<file path="config.mk">
export PLATFORM = sky130hd
export DESIGN_NAME = mem_port_arbiter
export DESIGN_NICKNAME = d
export VERILOG_FILES = /design/src/rtl/mem_port_arbiter_pkg.sv /design/src/rtl/mem_port_arbiter_owner_tag_fifo.sv /design/src/rtl/mem_port_arbiter.sv
export SDC_FILE = /design/constraint.sdc
export NUM_CORES = 1
export LEC_CHECK = 0
export BUFFER_PORTS_ARGS = -buffer_cell sky130_fd_sc_hd__buf_4
export CAP_MARGIN = 0
export CORE_ASPECT_RATIO = 1.25
export CORE_MARGIN = 2
export CORE_UTILIZATION = 40
export DETAILED_ROUTE_END_ITERATION = 7
export PLACE_DENSITY_LB_ADDON = 0.1
export RECOVER_POWER = 25
export REMOVE_ABC_BUFFERS = 1
export SKIP_CTS_REPAIR_TIMING = 1
export SYNTH_ARGS = -nofsm -noshare
export SYNTH_HDL_FRONTEND = slang
export SYNTH_SLANG_ARGS = --single-unit
</file>
<file path="constraint.sdc">
create_clock -name clk -period 3.45 [get_ports clk]
set_clock_uncertainty 0.1 [all_clocks]
set_input_delay 0 -clock clk [delete_from_list [all_inputs] [get_ports clk]]
set_output_delay 0 -clock clk [all_outputs]
set_load 0.05 [all_outputs]
</file>
<file path="src/rtl/mem_port_arbiter_pkg.sv">
// Shared constants for the memory port arbiter: TX command headers,
// requester indices and a small strobe-routing helper.
package mem_port_arbiter_pkg;

   localparam int TX_CMD_BITS = 4;

   localparam logic [TX_CMD_BITS-1:0] TX_HEADER_READ_16  = 4'h1;
   localparam logic [TX_CMD_BITS-1:0] TX_HEADER_WRITE_16 = 4'h2;

   localparam logic REQ_PF = 1'b0;
   localparam logic REQ_SC = 1'b1;

   // Steer a single strobe onto the requester selected by sel; the other reads 0.
   function automatic logic [1:0] route(input logic sel, input logic strobe);
      return {sel & strobe, ~sel & strobe};
   endfunction

endpackage

</file>
<file path="src/rtl/mem_port_arbiter_owner_tag_fifo.sv">
// Ordered queue of 1-bit owner tags, one per outstanding read reply.
// Circular buffer with pointers wrapping modulo DEPTH (DEPTH in 1..15).
module owner_tag_fifo #(
   parameter int DEPTH = 7
) (
   input  logic       clk,
   input  logic       reset,
   input  logic       push,
   input  logic       pop,
   input  logic       din,
   output logic       head,
   output logic [3:0] count,
   output logic       empty,
   output logic       full
);

   logic [15:0] mem_q;
   logic [3:0]  rd_q, wr_q, count_q;
   logic        do_push, do_pop;

   function automatic logic [3:0] wrap_inc(input logic [3:0] p);
      return (p == 4'(DEPTH - 1)) ? 4'd0 : p + 4'd1;
   endfunction

   assign empty = (count_q == 4'd0);
   assign full  = (count_q == 4'(DEPTH));
   assign count = count_q;
   assign head  = mem_q[rd_q];

   // Pops on an empty queue are ignored; a push into a full queue is only
   // taken when the same cycle frees a slot.
   assign do_pop  = pop & ~empty;
   assign do_push = push & (~full | do_pop);

   // Pointer, occupancy and storage update.
   always_ff @(posedge clk) begin
      if (reset) begin
         mem_q   <= '0;
         rd_q    <= '0;
         wr_q    <= '0;
         count_q <= '0;
      end else begin
         if (do_push) begin
            mem_q[wr_q] <= din;
            wr_q        <= wrap_inc(wr_q);
         end
         if (do_pop) rd_q <= wrap_inc(rd_q);
         if (do_push && !do_pop)      count_q <= count_q + 4'd1;
         else if (do_pop && !do_push) count_q <= count_q - 4'd1;
      end
   end

endmodule

</file>
<file path="src/rtl/mem_port_arbiter.sv">
// Shares one serial memory_interface between the prefetcher (0) and the
// scheduler/decoder (1). The TX grant is held for a whole transaction and
// read replies are steered back to their issuer through an owner-tag queue.
module mem_port_arbiter
   import mem_port_arbiter_pkg::*;
#(
   parameter int                   IO_BITS         = 2,
   parameter int                   CMD_BITS        = TX_CMD_BITS,
   parameter logic [CMD_BITS-1:0]  READ_CMD        = TX_HEADER_READ_16,
   parameter int                   MAX_OUTSTANDING = 7
) (
   input  logic                  clk,
   input  logic                  reset,
   input  logic [1:0]            req_valid,
   input  logic [2*CMD_BITS-1:0] req_cmd,
   input  logic [2*IO_BITS-1:0]  req_data,
   input  logic [1:0]            req_reply_wanted,
   input  logic                  sc_reserve,
   output logic [1:0]            req_started,
   output logic [1:0]            req_tx_active,
   output logic [1:0]            req_data_next,
   output logic [1:0]            req_tx_done,
   output logic [1:0]            req_rx_started,
   output logic [1:0]            req_rx_active,
   output logic [1:0]            req_rx_sbs_valid,
   output logic [1:0]            req_rx_data_valid,
   output logic [1:0]            req_rx_done,
   output logic                  tx_grant,
   output logic                  tx_command_valid,
   output logic [CMD_BITS-1:0]   tx_command,
   output logic [IO_BITS-1:0]    tx_data,
   input  logic                  tx_command_started,
   input  logic                  tx_active,
   input  logic                  tx_data_next,
   input  logic                  tx_done,
   input  logic                  rx_started,
   input  logic                  rx_active,
   input  logic                  rx_sbs_valid,
   input  logic                  rx_data_valid,
   input  logic                  rx_done,
   output logic [3:0]            outstanding,
   output logic                  full,
   output logic                  rx_orphan
);

   logic grant_q, grant_d;
   logic orphan_q, orphan_d;
   logic sc_wants, grant;
   logic push, fifo_head, fifo_empty, fifo_full;

   assign sc_wants = req_valid[REQ_SC] | sc_reserve;

   // Between transactions the scheduler wins with zero latency; once the
   // channel is busy the registered owner is held until tx_active drops.
   assign grant   = tx_active ? grant_q : sc_wants;
   assign grant_d = tx_active ? grant_q : sc_wants;

   assign tx_grant         = grant;
   assign tx_command_valid = req_valid[grant] & ~fifo_full;
   assign tx_command       = grant ? req_cmd[2*CMD_BITS-1:CMD_BITS] : req_cmd[CMD_BITS-1:0];
   assign tx_data          = grant ? req_data[2*IO_BITS-1:IO_BITS]  : req_data[IO_BITS-1:0];

   assign req_started   = route(grant, tx_command_started);
   assign req_tx_active = route(grant, tx_active);
   assign req_data_next = route(grant, tx_data_next);
   assign req_tx_done   = route(grant, tx_done);

   // Only reads that the issuer wants answered occupy a queue slot.
   assign push = tx_command_started & (tx_command == READ_CMD) & req_reply_wanted[grant];

   owner_tag_fifo #(.DEPTH(MAX_OUTSTANDING)) u_tag_fifo (
      .clk   (clk),
      .reset (reset),
      .push  (push),
      .pop   (rx_done),
      .din   (grant),
      .head  (fifo_head),
      .count (outstanding),
      .empty (fifo_empty),
      .full  (fifo_full)
   );

   assign full = fifo_full;

   assign req_rx_started    = route(fifo_head, rx_started    & ~fifo_empty);
   assign req_rx_active     = route(fifo_head, rx_active     & ~fifo_empty);
   assign req_rx_sbs_valid  = route(fifo_head, rx_sbs_valid  & ~fifo_empty);
   assign req_rx_data_valid = route(fifo_head, rx_data_valid & ~fifo_empty);
   assign req_rx_done       = route(fifo_head, rx_done       & ~fifo_empty);

   // Sticky error: RX traffic with nobody waiting, or a tag dropped on overflow.
   always_comb begin
      orphan_d = orphan_q;
      if ((rx_started | rx_done) & fifo_empty)   orphan_d = 1'b1;
      if (push & fifo_full & ~rx_done)            orphan_d = 1'b1;
   end

   assign rx_orphan = orphan_q;

   // Grant and error flag registers.
   always_ff @(posedge clk) begin
      if (reset) begin
         grant_q  <= 1'b0;
         orphan_q <= 1'b0;
      end else begin
         grant_q  <= grant_d;
         orphan_q <= orphan_d;
      end
   end

endmodule

</file>
==> flow_summary.json, run 1 <==
{
  "die-area_mm2": 0.00563,
  "postRouteWirelength_um": 5220,
  "min_from": "rx_started",
  "finalCritPeriodShare": 0.896,
  "global_route.overflow_total": 0,
  "cts.root.buffer_cell": "clkbuf_8",
  "p_per_area_mw_per_mm2": 480,
  "n_fill_cell": 504,
  "post_route_cells_drive_above_1_share": 0.269,
  "use_met1": 0.257,
  "drt_pre_antenna_iters": 4,
  "holdPathEnd": "rx_orphan",
  "reg2regPathDepth": 11,
  "vias": 2004,
  "worst-endpoint-arrival_ns": 3.17,
  "fin_setup_tns_ns": 0,
  "tritoncts": "built",
  "clk_latency_ns": 0.29,
  "critical_path_data_required_time_ns": 3.53,
  "die_w_um": 67.5,
  "place.detailed.hpwl_um": 3860,
  "antenna_violating_nets_post_route": 0,
  "slew_headroom": 0.384,
  "worst-path-max-fanout": 7,
  "critical_path_cell_sequence": "nand2b_1 > inv_1 > or4_4 > a21oi_4 > ha_1 > inv_1 > ha_1 > a21o_1 > a21oi_1 > mux2i_1 > mux2_2",
  "drv_slew": 0,
  "number_of_unique_standard_cell_types_used_by_synthesis": 47,
  "gate_count_after_technology_mapping": 238,
  "busiest_layer": "met2",
  "gr-usage-met3": 0.0447,
  "first_pass_grt_wire_length_um": 8490,
  "worst_hold_path.num_cells": 5,
  "initial_utilization": 0.420,
  "grt_max_degree": 25,
  "crit_path_max_incr_delay_ns": 0.61,
  "cp_slowest_cell": "or4_4",
  "r2r_setup_slack_ns": 0.36,
  "fmax_mhz": 323,
  "path_class": "flop to flop",
  "synth_edf_count": 0,
  "finalHoldViolCount": 0,
  "clock_path_buffers": 2,
  "rr_startpoint": "grant_q",
  "fin_util": 0.529,
  "nets": 321,
  "kind_of_end_point_of_the_critical_path": "flop",
  "areaGrowthSynthToFinish_pct": 25.9,
  "route.detailed.drc": 0,
  "synth_flop_cell": "dfxtp_1",
  "drt-wirelength-per-cell_um": 14.9,
  "grt_setup_unrepaired": "false",
  "synth_top_cell_area_share": 0.298,
  "number_of_warnings_printed_during_yosys_synthesis": 0,
  "place_congestion": 0.805,
  "synthesis.area_per_instance_um2": 8.48,
  "ys_async_sr_fraction": 0,
  "met2_usage": 0.306,
  "vias_per_cell": 5.73,
  "antenna_found_initial": 0,
  "ir_drop_mv": 0.190,
  "numClockSinks": 30,
  "summed_instance_area_of_the_synthesized_netlist_mm2": 0.00202,
  "yosysSeqAreaShare": 0.298,
  "synthDominantAreaCellType": "dfxtp_1",
  "synth-seq-cells": 30,
  "rr_endpoint": "u_tag_fifo.count[3]",
  "cts_inserted_buffers": 5,
  "boundaryPins": 60,
  "hold_class": "primary input to flop",
  "drt_iter0_drc": 123,
  "hold_slack_ns": 0.000910,
  "chipHeight_um": 83.4,
  "power.leakage_nw": 1.04,
  "cap_viol_max_count": 0,
  "clk_transition_reported_paths_ns": 0.07,
  "critPathLaunchType": "flop",
  "report.final.setup_viol": 0,
  "outcome": "finished clean",
  "max_slew.worst_pin.slew_ns": 0.920,
  "synth.area.top_cells": "dfxtp_1, nor2_1, mux2i_1, mux2_2, mux4_2",
  "core_area_mm2": 0.00480,
  "finalWorstPathRequiredPeriod_ns": 3.09,
  "io_buffers": 59,
  "track_usage": 0.193,
  "row_count": 28,
  "htree_num_levels": 2,
  "n_antenna_cell": 0,
  "number_of_global_route_vias_before_repair": 1770
}
[placed cells by master (no fill, tap or decap), types with 4 or more instances in the layout]
cell type,synthesis,routed
nand2b_1,4,4
nand3_1,6,6
a31oi_1,10,10
mux2i_1,11,11
and3_1,8,8
a211oi_1,4,4
clkbuf_1,15,13
nor2b_1,13,13
o21ai_0,7,7
inv_1,6,6
nor2_1,30,30
dfxtp_1,30,30
mux2_2,8,8
nand2_1,15,15
buf_4,0,49
a311oi_1,7,7
o2111ai_1,8,8
a21oi_1,7,7
clkbuf_8,0,6
mux4_2,4,4
[power breakdown]
group | switching, mW | internal, mW
logic | 0.322 | 0.167
registers | 0.0490 | 0.373
clock network | 0.148 | 0.160
[layer usage]
metal,part of all wire,wire (um)
met5,0,0
met4,0.012,61
met3,0.054,283
met2,0.48,2520
met1,0.45,2360
[cell families (layout without fill, tap and decap cells)]
group	Yosys count	after routing	share of synthesized area
compound gates	57	57	0.216
buf+inv	25	77	0.0484
fa+ha+maj	4	4	0.0285
xor+xnor	3	3	0.0130
simple gates	95	95	0.247
flops	30	30	0.298
mux	24	24	0.149
[cell usage after synthesis, drive strengths merged (4+ instances only)]
master   number
a211oi        5
o2111ai       8
nand2b        4
nor2b        13
and3          8
clkbuf       15
mux4          4
a21oi         9
nand3         6
mux2          9
inv           6
o21ai         7
dfxtp        30
mux2i        11
a31oi        10
nor2         30
buf           4
nand2        15
a311oi        7
[critical path: cells and delay by family, from the launching register on]
kind | cells | cell delay, ns
and+or+nand+nor | 2 | 0.81
muxes | 2 | 0.55
AOI/OAI and AO/OA | 3 | 0.50
adders and majority gates | 2 | 0.46
DFF | 1 | 0.32
buffers and inverters | 2 | 0.24
[cell type report]
cell class                 count  area, um2  area share
timing repair buffer          63        427       0.168
inverter                       6       22.5     0.00887
tap                           60       75.1      0.0296
clock inverter                 2       12.5     0.00493
clock buffer                   6       82.6      0.0325
sequential                    30        601       0.236
multi-input combinational    183       1320       0.520
[flip-flops by register name (all words and copies together), names as in the netlist]
register and cells:
u_tag_fifo.mem_q 16, u_tag_fifo.count 4, u_tag_fifo.rd_q 4, u_tag_fifo.wr_q 4, grant_q 1, rx_orphan 1
[worst max path at each step]
stage / startpoint / endpoint / slack [ns] / cells after the start
after floorplan: grant_q / u_tag_fifo.count[3] / 0.23 / 11
after detailed placement: grant_q / u_tag_fifo.count[3] / 0.36 / 11
final: grant_q / u_tag_fifo.count[3] / 0.36 / 11
after global placement: grant_q / u_tag_fifo.count[3] / 0.47 / 11
after CTS: grant_q / u_tag_fifo.count[3] / 0.35 / 11
after global routing: grant_q / u_tag_fifo.count[3] / 0.14 / 11
[per-stage QoR]
stage | cells | setup WS, ns | power, mW | instance area [um2]
6_report | 350 | 0.357 | 1.22 | 2540
5_1_grt | 350 | 0.144 | 1.29 | 2540
4_1_cts | 349 | 0.348 | 1.25 | 2580
3_5_place_dp | 341 | 0.361 | 0.948 | 2480
3_3_place_gp | 341 | 0.468 | 0.946 | 2480
2_1_floorplan | 219 | 0.232 | 0.785 | 1940
(Power assumes the default switching activity.)
==> run 2, diff against run 1 <==
Settings changed: ABC_AREA set to 1, CORE_ASPECT_RATIO 1.25 to 1.4, MAX_ROUTING_LAYER set to met4.
==> run 2 against run 1 <==
Effect of this change:
- cell count up 34%
- clock power is 6% lower
- largest power group unchanged
- critical path type unchanged
- hold slack improved by 0.040 ns
- global-route usage fell by 0.28 points
- design area increased by 5.0%
==> flow_summary.json, run 2 <==
{
  "finalWorstPathRequiredPeriod_ns": 2.90,
  "final_common_cell": "nand2_1",
  "ir_drop_mv": 0.429,
  "n_fill_cell": 550,
  "synth_top_cell_area_share": 0.279,
  "die_w_um": 66.0,
  "placed_area_mm2": 0.00261,
  "global_route.overflow_total": 0,
  "cp_slowest_cell": "dfxtp_1",
  "critical_path_data_required_time_ns": 3.52,
  "vias_per_cell": 4.71,
  "drt_pre_antenna_iters": 4,
  "place.detailed.hpwl_um": 3940,
  "tritoncts": "built",
  "synth-seq-cells": 30,
  "summed_instance_area_of_the_synthesized_netlist_mm2": 0.00215,
  "finalCritPeriodShare": 0.841,
  "seq_power_share": 0.277,
  "place_congestion": 0.837,
  "core_area_mm2": 0.00520,
  "initial_utilization": 0.414,
  "multi_input_comb_area_mm2": 0.00124,
  "boundaryPins": 60,
  "number_of_global_route_vias_before_repair": 2070,
  "clock_path_buffers": 2,
  "report.final.setup_viol": 0,
  "number_of_warnings_printed_during_yosys_synthesis": 0,
  "top_register": "u_tag_fifo.mem_q",
  "largest_register_ff_count": 16,
  "post_route_cells_drive_above_1_share": 0.194,
  "die-area_mm2": 0.00599,
  "numClockSinks": 30,
  "yosysSeqAreaShare": 0.279,
  "outcome": "finished clean",
  "synth_edf_count": 0,
  "finalHoldViolCount": 0,
  "antenna_found_initial": 0,
  "netSwitchingPower_mw": 0.806,
  "number_of_unique_standard_cell_types_used_by_synthesis": 33,
  "synthDominantAreaCellType": "dfxtp_1",
  "chipHeight_um": 90.8,
  "first_pass_grt_wire_length_um": 8910,
  "track_usage": 0.190,
  "io_buffers": 59,
  "layout.area.seq_um2": 601,
  "cts.root.buffer_cell": "clkbuf_8",
  "worst-endpoint-arrival_ns": 2.97,
  "synth_flop_cell": "dfxtp_1",
  "clock_network_power_share": 0.183,
  "max_slew.worst_pin.slew_ns": 0.696,
  "power.combinational.fraction": 0.541,
  "cts_inserted_buffers": 5,
  "p_per_area_mw_per_mm2": 597,
  "finish.instance_area_mm2": 0.00267,
  "internal_power_mw": 0.787,
  "route.detailed.drc": 0,
  "drt_iter0_drc": 63,
  "fin_setup_tns_ns": 0,
  "ys_async_sr_fraction": 0,
  "fmax_mhz": 345,
  "slew_headroom": 0.535,
  "synth.top_cells.by_count": "nand2_1, nor2_1, inv_1",
  "path_class": "flop to flop",
  "n_antenna_cell": 0,
  "synthesis.area_per_instance_um2": 6.33,
  "crit_path_max_incr_delay_ns": 0.30,
  "antenna_violating_nets_post_route": 0,
  "power.leakage_nw": 1.41,
  "areaGrowthSynthToFinish_pct": 23.9,
  "cap_viol_max_count": 0,
  "worst-path-max-fanout": 18,
  "critical_path_cell_sequence": "inv_1 > nand2_2 > nand2_4 > nand2_1 > nand2_1 > nand2_2 > nor2_8 > nand3_4 > inv_2 > ha_1 > inv_1 > ha_1 > nand2_1 > nand2_1 > a21oi_1 > nor2_1 > nor2_1 > nand2_1 > o21ai_0 > a21oi_1",
  "kind_of_end_point_of_the_critical_path": "flop",
  "cp_common_cell": "nand2_1",
  "drv_slew": 0,
  "yosysMostFrequentCell": "nand2_1",
  "nets": 433,
  "clk_latency_ns": 0.27,
  "grt_max_degree": 23,
  "vias": 2206,
  "p_sw_frac": 0.506,
  "postRouteWirelength_um": 5210,
  "htree_num_levels": 2,
  "hold_class": "primary input to flop",
  "synth.area.top_cells": "dfxtp_1, nand2_1, nor2_1, inv_1, nand4_2",
  "drt-wirelength-per-cell_um": 11.1,
  "gate_count_after_technology_mapping": 340,
  "clk_transition_reported_paths_ns": 0.07,
  "row_count": 31,
  "grt_setup_unrepaired": "false",
  "layout.cells.most_common_list": "nand2_1, nor2_1, inv_1",
  "critPathLaunchType": "flop"
}
==> run 2: cell types whose count changed in the layout (fill, tap and decap cells not counted), moves of 7 or more <==
cell,before,now
a31oi_1,10,1
nand4_2,0,9
nor2b_1,13,0
mux2_2,8,0
a311oi_1,7,0
a21oi_1,7,17
and3_1,8,0
mux2i_1,11,0
nand2_1,15,82
o2111ai_1,8,1
nand2_4,0,7
nor2_1,30,73
inv_1,6,59
==> run 2: cells by family after synthesis <==
logic type,synth area share
and+or+nand+nor,0.456
buffers and inverters,0.144
AOI/OAI and AO/OA,0.0860
DFF,0.279
adders and majority gates,0.0267
xor gates and xnor gates,0.00814
==> run 2: final cells by class <==
cell class | count | share of cell area
multi-input cells | 241 | 0.466
flip-flops and latches | 30 | 0.225
repair buffers | 62 | 0.158
inverters | 61 | 0.0858
clock buffers | 7 | 0.0324
well taps | 66 | 0.0310
clock inverters | 1 | 0.00188
==> run 2: final timing paths <==
| check | from | to | slack (ns) | cells past startpoint |
|---|---|---|---|---|
| min reg2reg | u_tag_fifo.count[3] | u_tag_fifo.count[3] | 0.41 | 2 |
| max reg2reg | grant_q | u_tag_fifo.count[3] | 0.55 | 20 |
| max | grant_q | u_tag_fifo.count[3] | 0.55 | 20 |
| min | rx_done | u_tag_fifo.rd_q[1] | 0.04 | 4 |
==> run 2: per-stage QoR <==
stage,setup slack (ns),util,hold slack (ns),instances,power [mW]
6_report,0.548,0.513,0.0414,468,1.59
5_1_grt,0.124,0.513,0.0743,468,1.71
3_3_place_gp,0.629,0.501,0.126,458,1.33
2_1_floorplan,0.286,-,-0.0309,332,1.08
3_5_place_dp,0.528,0.501,0.125,458,1.33
4_1_cts,0.519,0.519,-0.172,466,1.63
==> run 2: power by group through the flow <==
stage / logic, mW / clock network (mW) / registers (mW)
6_report: 0.862 / 0.291 / 0.441
3_3_place_gp: 0.882 / 0 / 0.449
4_1_cts: 0.890 / 0.298 / 0.441
5_1_grt: 0.954 / 0.311 / 0.448
3_5_place_dp: 0.887 / 0 / 0.448
2_1_floorplan: 0.546 / 0 / 0.535
==> run 2: layer usage <==
metal | part of all wire | wire length (um) | GRT usage
met4 | 0.020 | 102 | 0.0850
met3 | 0.070 | 365 | 0.0287
met1 | 0.43 | 2230 | 0.221
met5 | 0 | 0 | -
met2 | 0.48 | 2520 | 0.318
==> run 2: critical path: cells and delay by family (launching register included) <==
kind / cells / cell delay (ns)
fa+ha+maj: 2 / 0.46
simple gates: 12 / 1.31
flops: 1 / 0.30
compound gates: 3 / 0.35
buf+inv: 3 / 0.27
==> run 3, diff against run 2 <==
Settings changed: ABC_AREA 1 to 0.
Clock period 3.45 ns to 2.95 ns, I/O delays scaled along.
==> run 3 against run 2 <==
Effect of this change:
- routed wire length rose by 5.2%
- critical path depth fell by 9
- setup slack got worse by 0.42 ns
- sequential power rose by 12%
- first-iteration DRC count fell by 21%
- sequential share of layout area rose by 0.39 points
- largest power group unchanged
==> flow_summary.json, run 3 (synthesis gave the netlist of run 1 again) <==
{
  "outcome": "finished clean",
  "global_route.overflow_total": 0,
  "slew_headroom": 0.583,
  "drt-wirelength-per-cell_um": 15.1,
  "clk_latency_ns": 0.28,
  "place.detailed.hpwl_um": 4070,
  "n_antenna_cell": 0,
  "antenna_found_initial": 0,
  "hold_class": "primary input to flop",
  "tritoncts": "built",
  "ir_drop_mv": 0.302,
  "die-area_mm2": 0.00564,
  "core_area_mm2": 0.00484,
  "row_count": 30,
  "htree_num_levels": 2,
  "critPathLaunchType": "flop",
  "io_buffers": 59,
  "finalHoldViolCount": 0,
  "finalCritPeriodShare": 0.956,
  "largest_register_ff_count": 16,
  "antenna_violating_nets_post_route": 0,
  "critical_path_data_required_time_ns": 3.02,
  "finish.instance_area_mm2": 0.00262,
  "clk_transition_reported_paths_ns": 0.07,
  "number_of_global_route_vias_before_repair": 1869,
  "drv_slew": 0,
  "top_register": "u_tag_fifo.mem_q",
  "grt_max_degree": 25,
  "fmax_mhz": 355,
  "hold_slack_ns": 0.0252,
  "post_route_cells_drive_above_1_share": 0.292,
  "cap_viol_max_count": 0,
  "vias": 2032,
  "track_usage": 0.208,
  "layout.cells.most_common_list": "buf_4, nor2_1, dfxtp_1",
  "fin_setup_tns_ns": 0,
  "die_w_um": 64.0,
  "first_pass_grt_wire_length_um": 8840,
  "drt_iter0_drc": 50,
  "drt_pre_antenna_iters": 4,
  "vias_per_cell": 5.61,
  "postRouteWirelength_um": 5480,
  "grt_setup_unrepaired": "false",
  "cts.root.buffer_cell": "clkbuf_8",
  "final_common_cell": "buf_4",
  "clock_path_buffers": 2,
  "nets": 329,
  "finalWorstPathRequiredPeriod_ns": 2.82,
  "place_congestion": 0.799,
  "worst-path-max-fanout": 4,
  "kind_of_end_point_of_the_critical_path": "flop",
  "chipHeight_um": 88.0,
  "worst-endpoint-arrival_ns": 2.89,
  "path_class": "flop to flop",
  "boundaryPins": 60,
  "cts_inserted_buffers": 5,
  "numClockSinks": 30,
  "power.leakage_nw": 1.08,
  "max_slew.worst_pin.slew_ns": 0.629,
  "initial_utilization": 0.417,
  "areaGrowthSynthToFinish_pct": 29.9,
  "route.detailed.drc": 0,
  "report.final.setup_viol": 0,
  "placed_area_mm2": 0.00255,
  "p_per_area_mw_per_mm2": 571
}
-- run 3: cell count changes in the layout (fill, tap and decap cells not counted), sizes merged, moves of 8 or more --
cell,previous run,this run
a21oi,17,9
a31oi,1,10
and3,0,8
buf,47,57
inv,60,6
mux2,0,9
mux2i,0,11
nand2,92,15
nand4,17,3
nor2,76,30
nor2b,0,13
-- run 3: report_power, final --
group          switching, mW  internal [mW]
registers             0.0560          0.437
clock network          0.163          0.248
logic                  0.389          0.204
total                  0.608          0.889
-- run 3: final cells by class --
cell class	count	area, um2
clock buffer	5	68.8
fill	488	2220
clock inverter	3	40.0
tap	64	80.1
sequential	30	601
inverter	6	22.5
multi-input combinational	183	1320
timing repair buffer	71	487
-- run 3: worst paths after layout --
path	startpoint	end	slack (ns)	cells past startpoint
worst min register to register	u_tag_fifo.mem_q[4]	u_tag_fifo.mem_q[4]	0.36	2
worst max-delay path	grant_q	u_tag_fifo.count[3]	0.13	11
worst min-delay path	rx_started	rx_orphan	0.03	5
worst max register to register	grant_q	u_tag_fifo.count[3]	0.13	11
-- run 3: critical path, cell delays in order, from the launching register on --
cell      delay, ns
dfxtp_1        0.32
nand2b_1       0.12
inv_1          0.05
or4_4          0.58
a21oi_4        0.16
ha_1           0.18
inv_1          0.06
ha_1           0.26
a21o_1         0.19
a21oi_2        0.15
mux2i_1        0.21
mux2_2         0.34
-- run 3: layer usage --
layer  up-vias  global-route usage  wire length (um)
met1       949               0.240              2360
met3        13              0.0450               231
met2        57               0.342              2740
met4         0              0.0988               151
li1       1013                   -                 -
met5         -                   -                 0
-- run 3: through the flow --
step | std cells | utilization | power, mW | setup slack, ns
global placement | 353 | 0.526 | 1.12 | 0.0528
finish | 362 | 0.542 | 1.50 | 0.130
detailed placement | 353 | 0.526 | 1.12 | 0.00256
global route | 362 | 0.542 | 1.57 | 0.0110
CTS | 361 | 0.549 | 1.53 | 0.0992
floorplan | 219 | - | 0.918 | -0.268
